**src/rtl/fnd_pkg.sv**
```systemverilog
// Shared constants and helpers for the multiplexed 7-segment scan controller.
package fnd_pkg;

    // Active-low segment codes, bit order {dp,g,f,e,d,c,b,a}.
    localparam logic [7:0] SEG_0     = 8'hc0;
    localparam logic [7:0] SEG_1     = 8'hf9;
    localparam logic [7:0] SEG_2     = 8'ha4;
    localparam logic [7:0] SEG_3     = 8'hb0;
    localparam logic [7:0] SEG_4     = 8'h99;
    localparam logic [7:0] SEG_5     = 8'h92;
    localparam logic [7:0] SEG_6     = 8'h82;
    localparam logic [7:0] SEG_7     = 8'hf8;
    localparam logic [7:0] SEG_8     = 8'h80;
    localparam logic [7:0] SEG_9     = 8'h90;
    localparam logic [7:0] SEG_BLANK = 8'hff;
    localparam logic [7:0] SEG_DASH  = 8'hbf;

    typedef enum logic [1:0] {
        CONV_IDLE   = 2'd0,
        CONV_SHIFT  = 2'd1,
        CONV_COMMIT = 2'd2
    } conv_state_t;

    // Width needed to hold values 0..n-1 (at least one bit).
    function automatic int cnt_w(input int n);
        return (n > 1) ? $clog2(n) : 1;
    endfunction

    // BCD nibble to segment pattern; anything outside 0..9 shows blank.
    function automatic logic [7:0] seg_encode(input logic [3:0] nib);
        logic [7:0] seg;
        case (nib)
            4'd0:    seg = SEG_0;
            4'd1:    seg = SEG_1;
            4'd2:    seg = SEG_2;
            4'd3:    seg = SEG_3;
            4'd4:    seg = SEG_4;
            4'd5:    seg = SEG_5;
            4'd6:    seg = SEG_6;
            4'd7:    seg = SEG_7;
            4'd8:    seg = SEG_8;
            4'd9:    seg = SEG_9;
            default: seg = SEG_BLANK;
        endcase
        return seg;
    endfunction

endpackage

```
**src/rtl/fnd_scan_controller_if.sv**
```systemverilog
// Datapath-side load port plus board-side FND pins of the scan controller.
interface fnd_scan_controller_if #(
    parameter int NUM_DIGITS = 4,
    parameter int DATA_W     = 14
);
    logic [DATA_W-1:0]     i_data;
    logic                  i_load;
    logic [NUM_DIGITS-1:0] i_dp;
    logic                  i_blank_lz;
    logic [NUM_DIGITS-1:0] i_blink_mask;
    logic                  o_busy;
    logic [NUM_DIGITS-1:0] fnd_com;
    logic [7:0]            fnd_data;

    modport master (
        output i_data, i_load, i_dp, i_blank_lz, i_blink_mask,
        input  o_busy, fnd_com, fnd_data
    );

    modport slave (
        input  i_data, i_load, i_dp, i_blank_lz, i_blink_mask,
        output o_busy, fnd_com, fnd_data
    );
endinterface

```
**src/rtl/fnd_bin2bcd.sv**
```systemverilog
// Sequential binary-to-BCD converter (shift-add-3), one input bit per clock.
//
//  state        | meaning
//  -------------+-----------------------------------------------------------
//  CONV_IDLE    | waiting for load; captures data and clears the work register
//  CONV_SHIFT   | DATA_W cycles: adjust nibbles >=5 by +3, shift one bit in
//  CONV_COMMIT  | one cycle: done=1, result is stable for the display register
module fnd_bin2bcd
    import fnd_pkg::*;
#(
    parameter int NUM_DIGITS = 4,
    parameter int DATA_W     = 14
) (
    input  logic                    clk,
    input  logic                    rst,
    input  logic [DATA_W-1:0]       data,
    input  logic                    load,
    output logic [4*NUM_DIGITS-1:0] bcd,
    output logic                    overflow,
    output logic                    busy,
    output logic                    done
);
    localparam int BCD_W = 4 * NUM_DIGITS;
    localparam int CNT_W = cnt_w(DATA_W);

    conv_state_t       state;
    conv_state_t       state_nxt;
    logic [DATA_W-1:0] bin_sr;
    logic [BCD_W-1:0]  work;
    logic [BCD_W-1:0]  work_adj;
    logic              work_ovf;
    logic [CNT_W-1:0]  bit_cnt;
    logic              shift_last;

    assign shift_last = (bit_cnt == '0);
    assign bcd        = work;
    assign overflow   = work_ovf;

    // State register.
    always_ff @(posedge clk) begin
        if (!rst) state <= CONV_IDLE;
        else      state <= state_nxt;
    end

    // Next-state logic; loads arriving outside IDLE are simply dropped.
    always_comb begin
        state_nxt = state;
        case (state)
            CONV_IDLE:   if (load) state_nxt = CONV_SHIFT;
            CONV_SHIFT:  if (shift_last) state_nxt = CONV_COMMIT;
            CONV_COMMIT: state_nxt = CONV_IDLE;
            default:     state_nxt = CONV_IDLE;
        endcase
    end

    // Status outputs decoded from the registered state.
    always_comb begin
        busy = (state != CONV_IDLE);
        done = (state == CONV_COMMIT);
    end

    // Add-3 correction on every nibble before the next doubling.
    always_comb begin
        work_adj = work;
        for (int d = 0; d < NUM_DIGITS; d++) begin
            if (work[4*d +: 4] >= 4'd5) work_adj[4*d +: 4] = work[4*d +: 4] + 4'd3;
        end
    end

    // Shift datapath; a 1 leaving the top nibble means the value has no room.
    always_ff @(posedge clk) begin
        if (!rst) begin
            bin_sr   <= '0;
            work     <= '0;
            work_ovf <= 1'b0;
            bit_cnt  <= '0;
        end else begin
            case (state)
                CONV_IDLE: begin
                    if (load) begin
                        bin_sr   <= data;
                        work     <= '0;
                        work_ovf <= 1'b0;
                        bit_cnt  <= CNT_W'(DATA_W - 1);
                    end
                end
                CONV_SHIFT: begin
                    work     <= {work_adj[BCD_W-2:0], bin_sr[DATA_W-1]};
                    work_ovf <= work_ovf | work_adj[BCD_W-1];
                    bin_sr   <= {bin_sr[DATA_W-2:0], 1'b0};
                    bit_cnt  <= bit_cnt - CNT_W'(1);
                end
                default: ;
            endcase
        end
    end

endmodule

```
**src/rtl/fnd_scan_controller.sv**
```systemverilog
// Multiplexed common-anode FND driver: converts a loaded value to BCD and
// scans it out one digit per tick with dp, leading-zero blanking and blink.
module fnd_scan_controller
    import fnd_pkg::*;
#(
    parameter int NUM_DIGITS = 4,
    parameter int DATA_W     = 14,
    parameter int CLK_HZ     = 100_000_000,
    parameter int SCAN_HZ    = 1000,
    parameter int BLINK_HZ   = 2
) (
    input  logic                 clk,
    input  logic                 rst,
    fnd_scan_controller_if.slave bus
);
    localparam int SCAN_DIV  = CLK_HZ / SCAN_HZ;
    localparam int BLINK_DIV = CLK_HZ / (2 * BLINK_HZ);
    localparam int SCAN_W    = cnt_w(SCAN_DIV);
    localparam int BLINK_W   = cnt_w(BLINK_DIV);
    localparam int IDX_W     = cnt_w(NUM_DIGITS);
    localparam int BCD_W     = 4 * NUM_DIGITS;

    logic [BCD_W-1:0]      conv_bcd;
    logic                  conv_ovf;
    logic                  conv_done;
    logic [BCD_W-1:0]      disp_bcd;
    logic                  disp_ovf;
    logic [SCAN_W-1:0]     scan_cnt;
    logic                  scan_tick;
    logic [BLINK_W-1:0]    blink_cnt;
    logic                  blink_tick;
    logic                  blink_phase;
    logic [IDX_W-1:0]      idx;
    logic [3:0]            cur_nib;
    logic                  cur_dp;
    logic                  cur_blink;
    logic                  hi_zero;
    logic [7:0]            seg_nxt;
    logic [NUM_DIGITS-1:0] com_nxt;

    fnd_bin2bcd #(
        .NUM_DIGITS (NUM_DIGITS),
        .DATA_W     (DATA_W)
    ) u_bin2bcd (
        .clk      (clk),
        .rst      (rst),
        .data     (bus.i_data),
        .load     (bus.i_load),
        .bcd      (conv_bcd),
        .overflow (conv_ovf),
        .busy     (bus.o_busy),
        .done     (conv_done)
    );

    assign scan_tick  = (scan_cnt == '0);
    assign blink_tick = (blink_cnt == '0);

    // Display register: old value stays up until the converter commits.
    always_ff @(posedge clk) begin
        if (!rst) begin
            disp_bcd <= '0;
            disp_ovf <= 1'b0;
        end else if (conv_done) begin
            disp_bcd <= conv_bcd;
            disp_ovf <= conv_ovf;
        end
    end

    // Scan and blink down-counters reload on terminal count; blink phase toggles there.
    always_ff @(posedge clk) begin
        if (!rst) begin
            scan_cnt    <= '0;
            blink_cnt   <= '0;
            blink_phase <= 1'b0;
        end else begin
            scan_cnt  <= scan_tick  ? SCAN_W'(SCAN_DIV - 1)   : scan_cnt - SCAN_W'(1);
            blink_cnt <= blink_tick ? BLINK_W'(BLINK_DIV - 1) : blink_cnt - BLINK_W'(1);
            if (blink_tick) blink_phase <= ~blink_phase;
        end
    end

    // Digit index advances per scan tick and wraps at the last digit.
    always_ff @(posedge clk) begin
        if (!rst)           idx <= '0;
        else if (scan_tick) idx <= (idx == IDX_W'(NUM_DIGITS - 1)) ? '0 : idx + IDX_W'(1);
    end

    // Select the current digit and apply blink > overflow > LZ blank > BCD priority.
    always_comb begin
        cur_nib   = 4'd0;
        cur_dp    = 1'b0;
        cur_blink = 1'b0;
        hi_zero   = 1'b1;
        for (int d = 0; d < NUM_DIGITS; d++) begin
            if (idx == IDX_W'(d)) begin
                cur_nib   = disp_bcd[4*d +: 4];
                cur_dp    = bus.i_dp[d];
                cur_blink = bus.i_blink_mask[d];
            end
            if ((IDX_W'(d) >= idx) && (disp_bcd[4*d +: 4] != 4'd0)) hi_zero = 1'b0;
        end

        if (cur_blink && blink_phase) begin
            seg_nxt = SEG_BLANK;
        end else begin
            if (disp_ovf)                                    seg_nxt = SEG_DASH;
            else if ((idx != '0) && bus.i_blank_lz && hi_zero) seg_nxt = SEG_BLANK;
            else                                             seg_nxt = seg_encode(cur_nib);
            seg_nxt[7] = ~cur_dp;
        end

        com_nxt = ~(NUM_DIGITS'(1) << idx);
    end

    // Common and segment pins change on the same tick edge so no digit ghosts.
    always_ff @(posedge clk) begin
        if (!rst) begin
            bus.fnd_com  <= '1;
            bus.fnd_data <= SEG_BLANK;
        end else if (scan_tick) begin
            bus.fnd_com  <= com_nxt;
            bus.fnd_data <= seg_nxt;
        end
    end

endmodule

```
**src/flat_wrapper.sv**
```systemverilog
// flat-port wrapper written by rule: the top's interface ports become plain ports
module fnd_scan_controller_flat import fnd_pkg::*;
#(
    parameter int NUM_DIGITS = 4,
    parameter int DATA_W     = 14,
    parameter int CLK_HZ     = 100_000_000,
    parameter int SCAN_HZ    = 1000,
    parameter int BLINK_HZ   = 2
)
  (clk, rst, bus_i_data, bus_i_load, bus_i_dp, bus_i_blank_lz, bus_i_blink_mask, bus_o_busy, bus_fnd_com, bus_fnd_data);
  fnd_scan_controller_if #(.NUM_DIGITS(NUM_DIGITS), .DATA_W(DATA_W)) bus_i ();
  input  logic clk;
  input  logic rst;
  input wire logic [$bits(bus_i.i_data)-1:0] bus_i_data;
  input wire logic [$bits(bus_i.i_load)-1:0] bus_i_load;
  input wire logic [$bits(bus_i.i_dp)-1:0] bus_i_dp;
  input wire logic [$bits(bus_i.i_blank_lz)-1:0] bus_i_blank_lz;
  input wire logic [$bits(bus_i.i_blink_mask)-1:0] bus_i_blink_mask;
  output wire logic [$bits(bus_i.o_busy)-1:0] bus_o_busy;
  output wire logic [$bits(bus_i.fnd_com)-1:0] bus_fnd_com;
  output wire logic [$bits(bus_i.fnd_data)-1:0] bus_fnd_data;
  assign bus_i.i_data = bus_i_data;
  assign bus_i.i_load = bus_i_load;
  assign bus_i.i_dp = bus_i_dp;
  assign bus_i.i_blank_lz = bus_i_blank_lz;
  assign bus_i.i_blink_mask = bus_i_blink_mask;
  assign bus_o_busy = bus_i.o_busy;
  assign bus_fnd_com = bus_i.fnd_com;
  assign bus_fnd_data = bus_i.fnd_data;
  fnd_scan_controller #(.NUM_DIGITS(NUM_DIGITS), .DATA_W(DATA_W), .CLK_HZ(CLK_HZ), .SCAN_HZ(SCAN_HZ), .BLINK_HZ(BLINK_HZ)) u_core (.clk(clk), .rst(rst), .bus(bus_i));
endmodule
```
**config.mk**
```make
export PLATFORM = sky130hd
export DESIGN_NAME = fnd_scan_controller_flat
export DESIGN_NICKNAME = d
export VERILOG_FILES = /design/src/rtl/fnd_pkg.sv /design/src/rtl/fnd_scan_controller_if.sv /design/src/rtl/fnd_bin2bcd.sv /design/src/rtl/fnd_scan_controller.sv /design/src/flat_wrapper.sv
export SDC_FILE = /design/constraint.sdc
export NUM_CORES = 1
export LEC_CHECK = 0
export BUFFER_PORTS_ARGS = -buffer_cell sky130_fd_sc_hd__buf_4
export CELL_PAD_IN_SITES_DETAIL_PLACEMENT = 1
export CELL_PAD_IN_SITES_GLOBAL_PLACEMENT = 1
export CORE_UTILIZATION = 46
export CTS_CLUSTER_DIAMETER = 30
export DETAILED_ROUTE_END_ITERATION = 12
export PLACE_DENSITY_LB_ADDON = 0.1
export SLEW_MARGIN = 20
export SYNTH_ARGS = -nofsm -noshare
export SYNTH_HDL_FRONTEND = slang
export SYNTH_SLANG_ARGS = --single-unit
```
**constraint.sdc**
```tcl
create_clock -name clk -period 2.9 [get_ports clk]
set_input_delay 0.725 -clock clk [delete_from_list [all_inputs] [get_ports clk]]
set_output_delay 0.725 -clock clk [all_outputs]
set_load 0.01 [all_outputs]
```
After elaboration in Yosys (flattened, before gate mapping). Memories as Yosys holds them, arrays and structs flattened. Index checks and enable logic that the tools add are counted.

Add/subtract/negate cells: 8. Shifts and indexed selects: 1. Bitwise operators: 5. Reductions and logical operators: 23. Muxes and demuxes: 37. Equality and inequality tests: 7. $lt $le $gt $ge: 8.

Operator list (count): 2-to-1 mux 4 bit (9); one-hot mux 16 bit (2 select lines) (1); one-hot mux 14 bit (2 select lines) (1); logical NOT 25 bit (1); 2-to-1 mux 25 bit (1); subtractor 25 x 1 -> 25 bit, second input constant (1); logical NOT 17 bit (1); 2-to-1 mux 17 bit (1); subtractor 17 x 1 -> 17 bit, second input constant (1); adder 4 x 2 -> 4 bit, second input constant (4); greater-or-equal comparator 4 x 3 -> 1 bit, second input constant (4); 2-to-1 mux 16 bit (1); nonzero test 4 bit (4); 2-to-1 mux 14 bit (1); 2-to-1 mux 7 bit (2); 2-to-1 mux 1 bit (13); 2-to-1 mux 8 bit (1); one-hot mux 4 bit (2 select lines) (1); logical AND 1 bit (7); == test 2 bit, second input constant (3); 2-to-1 mux 2 bit (3); nonzero test 2 bit (3); == test 2 x 1 -> 1 bit, second input constant (2); greater-or-equal comparator 1 x 2 -> 1 bit, first input constant (2); 14 further kinds (21).

ROM bits: 112. Register bits after elaboration: 111. Memories: 1. Output and inout bits: 13. Word-level logic and storage cells: 105.

Memories: (no name shown) (words 16, width 7, rd ports 1, clocked after memory_dff 0, write ports 0, line fnd_pkg.sv:32) `case (nib)`.

Depth between registers and ports, before layout.
Depth after elaboration: 10. Gate-level depth with buffers: 10. Depth with buffers taken out: 9.

Hierarchy. A second synthesis with hierarchy kept.

Cell total of the unflattened synthesis: 622. Area, all modules: 5512.8 um^2.

By module, submodules not included: fnd_scan_controller (seq. area each 1481.4 um^2, area each 3574.7 um^2, cells an instance 407, instances 1); fnd_bin2bcd (seq. area each 740.7 um^2, area each 1938.1 um^2, cells an instance 215, instances 1).

Worst setup path before layout. OpenSTA, ideal clock, no wires.

Path kind: flip-flop to flip-flop. From: register u_core.idx[1]. To: register u_core.bus.fnd_data[5]. Setup time: 0.072 ns. Clock period less this slack: 2.327 ns. Setup slack: 0.573 ns. Cell stages (with the launch flop): 9. Path buffers: 1. Data required time: 2.828 ns. Arrival: 2.255 ns. Cell sequence: dfxtp_1 -> ha_1 -> clkbuf_1 -> a211oi_1 -> a211oi_1 -> ha_1 -> nor3_1 -> or4_1 -> a2bb2oi_1.

Longest elaborated chain between the ends: 10. Elaborated cells between the ends (all ways): 32. Classes of those cells: 4 x order compare; 3 x eq/ne; 15 x mux; 9 x reduce/logical; 1 x memory.

Ends and longest elaborated chain: start: declaration (line fnd_scan_controller.sv:33) `logic [IDX_W-1:0] idx;`; start signal: assignment (line fnd_scan_controller.sv:85) `else if (scan_tick) idx <= (idx == IDX_W'(NUM_DIGITS - 1)) ? '0 : idx + IDX_W'(1);`; parallel branches: the longest is 9 deep, another holds memory (16 x 7 bit); 2-to-1 mux 8 bit * (line fnd_scan_controller.sv:103) `if (cur_blink && blink_phase) begin`; end signal: assignment (line fnd_scan_controller.sv:122) `bus.fnd_data <= seg_nxt;`; end: declaration (line fnd_scan_controller_if.sv:22) `output o_busy, fnd_com, fnd_data`.

Mark *: on every way between the ends. A chain may end at the register's enable or synchronous reset.

Worst setup path after layout.
From: register u_core.blink_cnt[16]. To: register u_core.blink_cnt[15].

Longest elaborated chain between the ends: 2.

Ends and longest elaborated chain: start: declaration (line fnd_scan_controller.sv:30) `logic [BLINK_W-1:0] blink_cnt;`; start signal: assignment (line fnd_scan_controller.sv:77) `blink_cnt <= blink_tick ? BLINK_W'(BLINK_DIV - 1) : blink_cnt - BLINK_W'(1);`; logical NOT 25 bit (line fnd_scan_controller.sv:56) `assign blink_tick = (blink_cnt == '0);`; OR reduction 2 bit (no line).

Every way passes these cells.

==> run metrics <==
# diodes=0; vias per inst=5.63; root buffer cell=clkbuf_16; Synth-to-Final Area Change=13.3%; Hold Crit Class=reg2reg; Reg clk slew, reported paths=0.07 ns; RePlAce Congestion=0.829; Seq/Total Area, Yosys=41.8%; router iterations before antenna repair=4; share of layout cells above drive strength 1=13.9%; PostCTS Resize Cnt=0; setup_tns=0 ns; critical path launch point=u_core.blink_cnt[16]; Final period util=87.9%; die height=109 um; Post-CTS Setup Bufs=0; crit path DAT=2.78 ns; Critical R2R Launch=u_core.blink_cnt[16]; first-pass GRT wire length=21900 um; FMAX=0.392 GHz; Clock Latency Late Sink=0.35 ns; largest net degree at the start of global routing=36; Slew Limit Fails=0; IO Count=39; startpoint types=flop; Core Box Area=11000 sq um; Crit Path Category=reg2reg; antenna violations before repair=0; max_cap viols=0; Iter 0 DRT Violations=186; CP Max Fanout=18; Post-Syn Nets=676; die area=12000 sq um; Slew @ Worst Pin=0.790 ns; Synth async-reset ratio=0%; RSZ-0062 raised after global routing=no; hold buffers post-CTS=0; Finish-stage setup viols=0; synthesized area=5310 sq um; status=completed; DRC errors left=0; dpl hpwl=9060 um; PortBufs=38; post-synthesis average cell area=8.42 sq um; Final min period=2.55 ns; leakage=2.30 nW; Rows=38; post-synth cell types=50; cell count after synthesis=631; required time of the critical path=3.13 ns; Slew HR=47.2%; routed len/inst=16.4 um; maximum clock insertion buffer count=2; Routed Antenna Nets=0; final WL=13100 um; synthesized flop and latch total=111; Final Hold Viols=0; PwrDens=901 nW/um^2; min-delay src=u_core.disp_bcd[3]; ys flop type=dfxtp_1; gr ovfl total=0; vias in the first global route=4680; CTS tree=yes; YS warnings=0; maximum VDD drop=0.779 mV; Die X=109 um; Post-synth EDFFs=0; clock skew=0.00535 ns; CTS H-Tree Depth=3; Final #Nets=701; Tot Pwr=5.42 mW; initial core utilization=48.2%; vias after detailed routing=4512; Setup crit end kind=flop; total track usage=23.4%; clk sinks=111; Num CTS Buffers=9
[area by class of cell]
type	count	area, sq um
Inverter	27	101
Tap cell	140	175
Sequential cell	111	2220
Multi-Input combinational cell	457	2840
Timing Repair Buffer	50	375
Fill cell	1337	5010
Clock inverter	6	60.1
Clock buffer	10	239
[cell families (layout without fill, tap and decap cells)]
logic type / Yosys count / in the layout / share of synthesized area (%)
AO/OA/AOI/OAI: 151 / 151 / 18.5
AND/OR/NAND/NOR: 240 / 240 / 22.6
flip-flops: 111 / 111 / 41.8
multiplexers: 5 / 5 / 1.04
buffers and inverters: 63 / 93 / 4.62
adder cells (fa/ha/maj): 19 / 19 / 4.48
XOR/XNOR: 42 / 42 / 6.93
[per-layer routing]
layer  share of wire (%)  vias up  GRT usage (%)
met1                  46     2177           27.8
met4                 1.3        0           5.90
met2                  50       60           42.4
met3                 3.1       11           5.33
met5                   0        -              0
li1                    -     2264              -
[sequential cells by signal (all words and copies together) (netlist names), 2 cells and up]
name and cells:
u_core.bus.fnd_data 8, u_core.blink_cnt 25, u_core.u_bin2bcd.state 2, u_core.scan_cnt 17, u_core.u_bin2bcd.bin_sr 14, u_core.u_bin2bcd.bit_cnt 4, u_core.bus.fnd_com 4, u_core.u_bin2bcd.bcd 16
u_core.idx 2, u_core.disp_bcd 16
[cell usage after synthesis (5+ instances only)]
| cell | count | area [sq um] |
|---|---|---|
| nand3b_1 | 11 | 82.6 |
| nor2_1 | 64 | 240 |
| nand3_1 | 11 | 55.1 |
| nor4_1 | 10 | 62.6 |
| nand2_1 | 57 | 214 |
| clkbuf_1 | 33 | 124 |
| ha_1 | 19 | 238 |
| a21oi_1 | 81 | 405 |
| nand4_1 | 5 | 31.3 |
| nor2b_1 | 20 | 125 |
| xnor2_1 | 25 | 219 |
| nand2b_1 | 9 | 56.3 |
| o211ai_1 | 5 | 37.5 |
| o221a_2 | 13 | 146 |
| inv_1 | 27 | 101 |
| o21ai_0 | 15 | 75.1 |
| a2bb2oi_1 | 8 | 70.1 |
| xor2_1 | 17 | 149 |
| nor3_1 | 27 | 135 |
| dfxtp_1 | 111 | 2220 |
| a22oi_1 | 5 | 37.5 |
| or3_1 | 7 | 43.8 |
| a211oi_1 | 6 | 45.0 |
[final timing paths]
check	endpoint	slack [ns]	depth (start not counted)
setup reg to reg	u_core.blink_cnt[15]	0.35	5
hold / removal	u_core.disp_bcd[3]	0.47	2
hold reg to reg	u_core.disp_bcd[3]	0.47	2
setup / recovery	u_core.blink_cnt[15]	0.35	5
[worst max-delay path, stage by stage (launching register included)]
cell and delay (ns):
dfxtp_1 0.35, or4_4 0.58, or4_4 0.44, or4_4 0.67
nand2_1 0.27, nor2_1 0.11
[placed cells by master (no fill, tap or decap), types with 4 or more instances in the layout]
cell / instances
a211oi_1: 6
a21oi_1: 81
a22oi_1: 5
a2bb2oi_1: 8
buf_4: 50
clkbuf_16: 9
dfxtp_1: 111
ha_1: 19
inv_1: 26
mux2_2: 4
nand2_1: 57
nand2b_1: 9
nand3_1: 11
nand3b_1: 11
nand4_1: 5
nor2_1: 64
nor2b_1: 20
nor3_1: 27
nor3b_1: 4
nor4_1: 10
o211ai_1: 5
o21ai_0: 15
o221a_2: 13
or3_1: 7
xnor2_1: 25
xor2_1: 17
[where the power goes]
group	internal [mW]	switching, mW
Combinational	0.941	1.06
Clock	0.689	0.558
Sequential	1.87	0.298
Total	3.50	1.92
[stage by stage]
step                instance area [sq um]  utilization [%]  worst slack (ns)  hold WS, ns  instances
global placement                     5720             51.8             0.459        0.448        785
CTS                                  6020             54.5             0.342        0.467        801
floorplan                            5310                -             0.573        0.432        631
finish                               6020             54.5             0.352        0.468        801
detailed placement                   5720             51.8             0.383        0.457        785
global route                         6020             54.5             0.157        0.496        801
(Power assumes the default switching activity.)
